--- src/rtl/video_sync_sequencer_pkg.sv ---
// Shared video timing defaults, the 9-bit count type and the half-open window compare.
package video_timing_pkg;

   typedef logic [8:0] count_t;

   localparam int H_TOTAL_DEF  = 455;
   localparam int H_BLANK_DEF  = 80;
   localparam int H_SYNC_S_DEF = 32;
   localparam int H_SYNC_E_DEF = 64;
   localparam int V_TOTAL_DEF  = 262;
   localparam int V_BLANK_DEF  = 16;
   localparam int V_SYNC_S_DEF = 4;
   localparam int V_SYNC_E_DEF = 8;

   localparam count_t NET_HCNT = 9'd256;

   // Bounds are 10 bits wide so that an end value of 512 is still representable.
   function automatic logic in_window(count_t cnt, logic [9:0] s, logic [9:0] e);
      return ({1'b0, cnt} >= s) && ({1'b0, cnt} < e);
   endfunction

endpackage

--- src/rtl/video_sync_sequencer_mod_counter.sv ---
// Synchronous modulo-N counter with clock enable and a combinational wrap strobe.
module mod_counter #(
   parameter int N = 455,
   parameter int W = 9
) (
   input  logic         clk,
   input  logic         rst_n,
   input  logic         ce,
   output logic [W-1:0] cnt,
   output logic [W-1:0] cnt_next,
   output logic         wrap
);

   localparam logic [W-1:0] LAST = W'(N - 1);

   if (N < 1 || N > (1 << W)) begin : g_bad_n
      $error("mod_counter: N=%0d does not fit in W=%0d bits", N, W);
   end

   assign wrap = ce && (cnt == LAST);

   always_comb begin
      cnt_next = cnt;
      if (ce) begin
         cnt_next = (cnt == LAST) ? '0 : cnt + 1'b1;
      end
   end

   always_ff @(posedge clk) begin
      if (!rst_n) begin
         cnt <= '0;
      end else begin
         cnt <= cnt_next;
      end
   end

endmodule

--- src/rtl/video_sync_sequencer.sv ---
// Pong horizontal/vertical counter chain with registered sync, blank and start decode.
// Optional centre-net decode is built only when PONG_NET_EN is defined.
module video_sync_sequencer
   import video_timing_pkg::*;
#(
   parameter int H_TOTAL  = H_TOTAL_DEF,
   parameter int H_BLANK  = H_BLANK_DEF,
   parameter int H_SYNC_S = H_SYNC_S_DEF,
   parameter int H_SYNC_E = H_SYNC_E_DEF,
   parameter int V_TOTAL  = V_TOTAL_DEF,
   parameter int V_BLANK  = V_BLANK_DEF,
   parameter int V_SYNC_S = V_SYNC_S_DEF,
   parameter int V_SYNC_E = V_SYNC_E_DEF
) (
   input  logic       clk,
   input  logic       rst_n,
   input  logic       ce_pix,
   output logic [8:0] hcnt,
   output logic [8:0] vcnt,
   output logic       hblank,
   output logic       vblank,
   output logic       hsync_n,
   output logic       vsync_n,
   output logic       line_start,
   output logic       frame_start,
   output logic       net
);

   if (H_TOTAL > 512 || V_TOTAL > 512 || H_BLANK > H_TOTAL || V_BLANK > V_TOTAL ||
       !(H_SYNC_S < H_SYNC_E && H_SYNC_E <= H_TOTAL) ||
       !(V_SYNC_S < V_SYNC_E && V_SYNC_E <= V_TOTAL)) begin : g_bad_params
      $error("video_sync_sequencer: timing parameters out of range");
   end

   count_t h_next;
   count_t v_next;
   logic   h_wrap;
   logic   v_wrap;

   mod_counter #(.N(H_TOTAL), .W(9)) u_hcnt (
      .clk      (clk),
      .rst_n    (rst_n),
      .ce       (ce_pix),
      .cnt      (hcnt),
      .cnt_next (h_next),
      .wrap     (h_wrap)
   );

   // The vertical counter only steps on the last pixel of a line.
   mod_counter #(.N(V_TOTAL), .W(9)) u_vcnt (
      .clk      (clk),
      .rst_n    (rst_n),
      .ce       (h_wrap),
      .cnt      (vcnt),
      .cnt_next (v_next),
      .wrap     (v_wrap)
   );

   // Decode from the next counts so every output lines up with hcnt/vcnt.
   always_ff @(posedge clk) begin
      if (!rst_n) begin
         hblank      <= 1'b1;
         vblank      <= 1'b1;
         hsync_n     <= 1'b1;
         vsync_n     <= 1'b1;
         line_start  <= 1'b0;
         frame_start <= 1'b0;
      end else if (ce_pix) begin
         hblank      <= in_window(h_next, 10'd0, 10'(H_BLANK));
         vblank      <= in_window(v_next, 10'd0, 10'(V_BLANK));
         hsync_n     <= !in_window(h_next, 10'(H_SYNC_S), 10'(H_SYNC_E));
         vsync_n     <= !in_window(v_next, 10'(V_SYNC_S), 10'(V_SYNC_E));
         line_start  <= h_wrap;
         frame_start <= h_wrap && v_wrap;
      end else begin
         line_start  <= 1'b0;
         frame_start <= 1'b0;
      end
   end

`ifdef PONG_NET_EN
   always_ff @(posedge clk) begin
      if (!rst_n) begin
         net <= 1'b0;
      end else if (ce_pix) begin
         net <= (h_next == NET_HCNT) && !in_window(v_next, 10'd0, 10'(V_BLANK)) && v_next[2];
      end
   end
`else
   assign net = 1'b0;
`endif

endmodule
--- config.mk ---
export PLATFORM = sky130hd
export DESIGN_NAME = video_sync_sequencer
export DESIGN_NICKNAME = d
export VERILOG_FILES = /design/src/rtl/video_sync_sequencer_pkg.sv /design/src/rtl/video_sync_sequencer_mod_counter.sv /design/src/rtl/video_sync_sequencer.sv
export SDC_FILE = /design/constraint.sdc
export NUM_CORES = 1
export LEC_CHECK = 0
export BUFFER_PORTS_ARGS = -buffer_cell sky130_fd_sc_hd__buf_2
export CAP_MARGIN = 20
export CORE_ASPECT_RATIO = 0.9
export CORE_MARGIN = 3
export CORE_UTILIZATION = 48
export CTS_CLUSTER_SIZE = 10
export DETAILED_ROUTE_END_ITERATION = 8
export PLACE_DENSITY = 0.75
export SYNTH_ARGS = -nofsm -noshare
export SYNTH_HDL_FRONTEND = slang
export SYNTH_HIERARCHICAL = 1
export SYNTH_SLANG_ARGS = --single-unit
--- constraint.sdc ---
create_clock -name clk -period 2.9 [get_ports clk]
set_input_delay 0.58 -clock clk [delete_from_list [all_inputs] [get_ports clk]]
set_output_delay 0.58 -clock clk [all_outputs]
set_load 0.1 [all_outputs]
==> results of run 1 <==
-- final cells by class --
| cell class | instances | area share |
|---|---|---|
| clock buffers | 4 | 0.03110 |
| multi-input cells | 112 | 0.5033 |
| flip-flops and latches | 24 | 0.3281 |
| well taps | 28 | 0.02291 |
| inverters | 6 | 0.01473 |
| repair buffers | 29 | 0.09984 |
-- registers in the layout (all words and copies together), names as in the netlist --
name	count
frame_start	1
hblank	1
hsync_n	1
line_start	1
u_hcnt/cnt	9
u_vcnt/cnt	9
vblank	1
vsync_n	1
-- layout by cell type, fill, tap and decap left out, types with 2 or more instances in the layout --
cell type	count
a21boi_0	2
a21oi_1	12
and2_1	2
and3_1	2
buf_2	26
buf_4	3
clkbuf_4	3
dfxtp_1	15
dfxtp_2	5
dfxtp_4	4
ha_1	4
inv_1	6
nand2_1	12
nand2b_1	3
nand3_1	7
nand4_1	6
nor2_1	9
nor2b_1	5
o211ai_1	2
o21ai_0	12
o21ai_1	2
or3_1	5
xnor2_1	2
xor2_1	4
-- power by group through the flow --
| stage | registers (mW) | logic, mW | clock network [mW] |
|---|---|---|---|
| 3_5_place_dp | 0.343 | 0.0578 | 0 |
| 6_report | 0.336 | 0.0581 | 0.206 |
| 3_3_place_gp | 0.342 | 0.0572 | 0 |
| 4_1_cts | 0.335 | 0.0579 | 0.211 |
| 2_1_floorplan | 0.366 | 0.0197 | 0 |
| 5_1_grt | 0.336 | 0.0614 | 0.222 |
-- worst reg2reg max path: stages (launching register included) --
cell and delay, ps:
dfxtp_2 390, inv_1 90, ha_1 150, nand4b_1 190
nor3_2 150, buf_4 200, nand4_1 120, o21ai_0 280
nand2_1 90, or4b_1 540, nor4_1 270, o21ai_1 90
-- worst max-delay path by stage --
| stage | startpoint | to | slack, ps | cells after the start |
|---|---|---|---|---|
| floorplan | u_hcnt/cnt[0] | vsync_n | 4 | 10 |
| global placement | ce_pix | vsync_n | 380 | 10 |
| detailed placement | ce_pix | vsync_n | 280 | 10 |
| CTS | u_hcnt/cnt[0] | vsync_n | 270 | 11 |
| global route | u_hcnt/cnt[0] | vsync_n | 5 | 11 |
| finish | u_hcnt/cnt[0] | vsync_n | 230 | 11 |
-- metal layers --
| metal | GRT usage | vias up | part of all wire |
|---|---|---|---|
| met1 | 0.2434 | 545 | 0.48 |
| met4 | 0.04332 | 0 | 0.0080 |
| met2 | 0.2608 | 44 | 0.45 |
| li1 | - | 589 | - |
| met3 | 0.05568 | 4 | 0.064 |
| met5 | 0 | - | 0 |
-- stage by stage --
| step | util | hold WS, ps | area (sq um) | instances | total power [mW] |
|---|---|---|---|---|---|
| floorplan | - | 626.9 | 1301 | 143 | 0.3862 |
| global placement | 0.5953 | 458.6 | 1481 | 199 | 0.3996 |
| detailed placement | 0.5953 | 471.2 | 1481 | 199 | 0.4006 |
| CTS | 0.6144 | 503.6 | 1529 | 203 | 0.6047 |
| global route | 0.6144 | 530.5 | 1529 | 203 | 0.6199 |
| finish | 0.6144 | 500.7 | 1529 | 203 | 0.5996 |
==> reports/metrics.cfg, run 1 <==
[final_layout]
drive_gt1_frac = 0.3029
synthToLayoutAreaGrowth_pct = 19.45
register_area_sq_um = 501.7
fillers = 221
num_antenna_cells = 0
multi_input_area_sq_um = 769.5
fin_nets = 183

[worst_setup_path]
path_delay_family = simple AND/OR/NAND/NOR gates
slowest_delay_ps = 540
start_kind = flop
critPathKind = reg2reg
arrival_ps = 2880
setup.worst_path.end_class = flop
timing.rr.end = vsync_n
rr_worst_depth = 11
reg2reg_setup_slack_ps = 230
critPathBufInv = 2
critPathRequiredTime_ps = 3110
path_max_fanout = 13
cp_slowest_cell = or4b_1
rr_startpoint = u_hcnt/cnt[0]
path_cells = inv_1 -> ha_1 -> nand4b_1 -> nor3_2 -> buf_4 -> nand4_1 -> o21ai_0 -> nand2_1 -> or4b_1 -> nor4_1 -> o21ai_1

[timing]
post-route-period-util = 0.9190
fin_tns_setup_ps = 0
worst_pin_slew_ps = 535.2
finalSetupViolCount = 0
worst_slack_ps = 234.9
timing.final.max_slew_violations = 0
slew_headroom = 0.6410
fin_skew_ps = 9.918
hold_violations = 0
fin_crit_ps = 2665
rsz0062_at_grt = false
max_freq_mhz = 375.2

[power]
p_comb_frac = 0.097
internal_power_uw = 446.7
p_sw_frac = 0.2550
power_leakage_nw = 0.6506
power.density_nw_per_um2 = 392.1
pwr-share-seq = 0.560
p_switching_uw = 152.9
p_clk_frac = 0.343
ir_drop_v = 0.0003586

[drt]
wl_per_cell_microns = 14.19
drtIter0Drc = 54
drc = 0
viasPerCell = 5.823
dr.pass1.iters = 4
vias = 1182
wl_microns = 2881
ant_nets = 0

[clocking]
clk_path_buf_depth = 2
cts_hold_buffers = 0
h-tree-depth = 1
clock-sinks = 24
cts_buffers = 3
cts_root_buf = clkbuf_4
cts_resized = 0
insertion_delay_ps = 320
clkTransAtPathRegs_ps = 140
cts_tree = built
post_cts.repair.setup_buffers = 0

[floorplanning]
ioPinCount = 28
coreArea_sq_um = 2489
fp.dieW_microns = 60.43
rows = 17
die_height_microns = 54.99
dieArea_sq_um = 3323
initial_core_util = 0.5143

[global_route]
antenna_found_initial = 0
track_usage = 0.1744
grt-ovfl-total = 0
grt_pass1_vias = 930
grt_pass1_wl_microns = 4374
grt_max_degree = 16

[synth]
syn_avg_cell_area_sq_um = 8.951
netlist_area_sq_um = 1280
synthCells = 143
syn_nets = 150
ys_warn_count = 6

[worst_hold_path]
min_path_cells = 2
min_path_type = reg2reg
worstHoldStart = hblank
worstHoldEndpoint = hblank

[outcome]
status = finished clean

[placement]
routabilityCongestion = 0.8923
portBuffers = 26
place_ws_ps = 276.7
hpwlAfterDp_microns = 2158

[run]
max_cap_viol_count = 0

No activity file was read; power rests on OpenSTA's default activity.
==> inputs of run 2 (changes only) <==
- CORE_UTILIZATION: 48 -> 50
- CTS_BUF_LIST: default -> sky130_fd_sc_hd__clkbuf_8
- PLACE_DENSITY: 0.75 -> 0.77
- SYNTH_HIERARCHICAL: 1 -> default
==> run 2 against run 1 <==
Net effect: critical path depth shrank 5; clock skew decreased by 6.5 ps; non-clock buffer count fell by 3; clock-buffer cell count shrank 1; wire length is 9.8% higher; cell count shrank 0.99%; global-route usage is 3.7 points higher; critical path type unchanged; critical endpoint unchanged; highest routed layer unchanged.
==> reports/metrics.cfg, run 2 <==
[final_layout]
synthToLayoutAreaGrowth_pct = 12.06  ; was 19.45%
final_common_cell = buf_2  ; unchanged
multi_input_area_sq_um = 787.0  ; was 769.5 sq um
final_cell_area_sq_um = 1500  ; was 1529 sq um
reg.largest.list = u_hcnt.cnt (9), u_vcnt.cnt (9)  ; was u_hcnt/cnt (9), u_vcnt/cnt (9)
layout_common_cells = buf_2, dfxtp_1, nor2_1, nand2_1, nand4_1  ; was buf_2, dfxtp_1, o21ai_0, nand2_1, a21oi_1
register_area_sq_um = 480.5  ; was 501.7 sq um
fillers = 235  ; was 221
num_antenna_cells = 0  ; unchanged
drive_gt1_frac = 0.2254  ; was 0.3029
fin_nets = 182  ; was 183
layout.cells.non_filler = 201  ; was 203

[drt]
drtIter0Drc = 33  ; was 54
wl_per_cell_microns = 15.73  ; was 14.19 microns
wl_microns = 3162  ; was 2881 microns
drc = 0  ; unchanged
ant_nets = 0  ; unchanged
viasPerCell = 6.060  ; was 5.823
dr.pass1.iters = 4  ; unchanged
vias = 1218  ; was 1,182

[placement]
dpl_cell_area_sq_um = 1459  ; was 1481 sq um
portBuffers = 26  ; unchanged
dpl.cell_count = 198  ; was 199
place_ws_ps = 585.9  ; was 276.7 ps
routabilityCongestion = 0.8808  ; was 0.8923
hpwlAfterDp_microns = 2329  ; was 2158 microns

[synth]
netlist_area_sq_um = 1339  ; was 1280 sq um
synth_top_cell_by_area = dfxtp_1
synthCells = 152  ; was 143
ys_types = 47
synth_top_flop_cell = dfxtp_1
synth_most_common_cell = dfxtp_1
ys_ff_latch = 24
ys_warn_count = 0  ; was 6
synth_top_cell_area_share = 0.3589
synth_edf_count = 0
syn_avg_cell_area_sq_um = 8.808  ; was 8.951 sq um
seq_area_frac_synth = 0.3589
synthTopCellsByArea = dfxtp_1, nor2_1, xnor2_1
synth_common_cells = dfxtp_1, nor2_1, nand2_1, nand4_1
async_reset_ff_frac = 0
syn_nets = 159  ; was 150

[worst_setup_path]
path_max_fanout = 8  ; was 13
rr_startpoint = u_vcnt.cnt[0]  ; was u_hcnt/cnt[0]
setup.worst_path.end_class = flop  ; unchanged
arrival_ps = 2310  ; was 2880 ps
cp_slowest_cell = dfxtp_1  ; was or4b_1
slowest_delay_ps = 460  ; was 540 ps
critPathKind = reg2reg  ; unchanged
start_kind = flop  ; unchanged
reg2reg_setup_slack_ps = 750  ; was 230 ps
crit_start = u_vcnt.cnt[0]  ; was u_hcnt/cnt[0]
path_cells = ha_1 -> nand4_1 -> nor4_1 -> xnor2_1 -> o2111ai_1 -> a211o_1  ; was inv_1 -> ha_1 -> nand4b_1 -> nor3_2 -> buf_4 -> nand4_1 -> o21ai_0 -> nand2_1 -> or4b_1 -> nor4_1 -> o21ai_1
rr_worst_depth = 6  ; was 11
critPathRequiredTime_ps = 3060  ; was 3110 ps

[clocking]
cts_tree = built  ; unchanged
insertion_delay_ps = 260  ; was 320 ps
cts_hold_buffers = 0  ; unchanged
cts_resized = 0  ; unchanged
cts_root_buf = clkbuf_8  ; was clkbuf_4
post_cts.repair.setup_buffers = 0  ; unchanged
clock-sinks = 24  ; unchanged
h-tree-depth = 1  ; unchanged
clk_path_buf_depth = 2  ; unchanged
clkTransAtPathRegs_ps = 80  ; was 140 ps
cts_buffers = 3  ; unchanged

[timing]
post-route-period-util = 0.7419  ; was 0.9190
fin_tns_setup_ps = 0  ; unchanged
worst_pin_slew_ps = 508.0  ; was 535.2 ps
fin_crit_ps = 2152  ; was 2665 ps
slew_headroom = 0.6585  ; was 0.6410
timing.final.max_slew_violations = 0  ; unchanged
hold_violations = 0  ; unchanged
finalSetupViolCount = 0  ; unchanged
fin_skew_ps = 3.393  ; was 9.918 ps
max_freq_mhz = 464.8  ; was 375.2 MHz
worst_slack_ps = 748.4  ; was 234.9 ps
rsz0062_at_grt = false  ; unchanged

[floorplanning]
rows = 17  ; unchanged
die_height_microns = 55.09  ; was 54.99 microns
fp.dieW_microns = 60.55  ; was 60.43 microns
dieArea_sq_um = 3335  ; was 3323 sq um
initial_core_util = 0.5334  ; was 0.5143
ioPinCount = 28  ; unchanged
coreArea_sq_um = 2510  ; was 2489 sq um

[worst_hold_path]
min_path_type = reg2reg  ; unchanged
min_path_cells = 2  ; unchanged
worstHoldStart = hblank  ; unchanged

[outcome]
status = finished clean  ; unchanged

[global_route]
grt_pass1_vias = 1124  ; was 930
grt_max_degree = 16  ; unchanged
grt_pass1_wl_microns = 5188  ; was 4374 microns
grt-ovfl-total = 0  ; unchanged
track_usage = 0.2112  ; was 0.1744
antenna_found_initial = 0  ; unchanged

[power]
totalPowerFinal_uw = 601.8  ; was 599.6 uW
ir_drop_v = 0.0003005  ; was 0.0003586 V
power_leakage_nw = 0.6047  ; was 0.6506 nW
power.density_nw_per_um2 = 401.1  ; was 392.1 nW/um^2

[run]
max_cap_viol_count = 0  ; unchanged

run 2: cell type report:
type,instances,area share
clock buffer,3,0.02752
inverter,7,0.01751
multi-input combinational,113,0.5246
sequential,24,0.3203
tap,28,0.02335
timing repair buffer,26,0.08674
run 2: path summary, 6_finish.rpt:
| path | end |
|---|---|
| max | vsync_n |
| min | hblank |
| max reg2reg | vsync_n |
| min reg2reg | hblank |
run 2: stage by stage:
step	utilization	hold WS, ps
6_report	0.5977	513.8
5_1_grt	0.5977	534.9
4_1_cts	0.5977	521.9
3_5_place_dp	0.5813	509.5
3_3_place_gp	0.5813	491.2
2_1_floorplan	-	646.0
run 2: cells by family after synthesis:
family / after synthesis / share of synthesized area
AOI/OAI and AO/OA: 27 / 0.1579
buffers and inverters: 15 / 0.05327
other: 1 / 0.002801
muxes: 1 / 0.008411
and+or+nand+nor: 69 / 0.3093
adders and majority gates: 4 / 0.03738
xor gates and xnor gates: 11 / 0.07196
DFF: 24 / 0.3589
run 2: where the power goes:
group,switching [mW],internal (mW)
logic,0.0586,0.0118
registers,0.00556,0.334
clock network,0.0994,0.0928
run 2: per-layer routing:
layer | share of wire | wire [microns] | global-route usage | vias to the layer above
met1 | 0.44 | 1376 | 0.2989 | 561
li1 | - | - | - | 590
met4 | 0.017 | 55 | 0.09025 | 0
met3 | 0.086 | 273 | 0.04872 | 8
met2 | 0.46 | 1457 | 0.3058 | 59
met5 | 0 | 0 | 0 | -
run 2: worst max-delay path: cells and delay by family (launching register included):
family	cells	cell delay, ps
DFF	1	460
adders and majority gates	1	310
xor gates and xnor gates	1	220
AOI/OAI and AO/OA	2	490
and+or+nand+nor	2	560
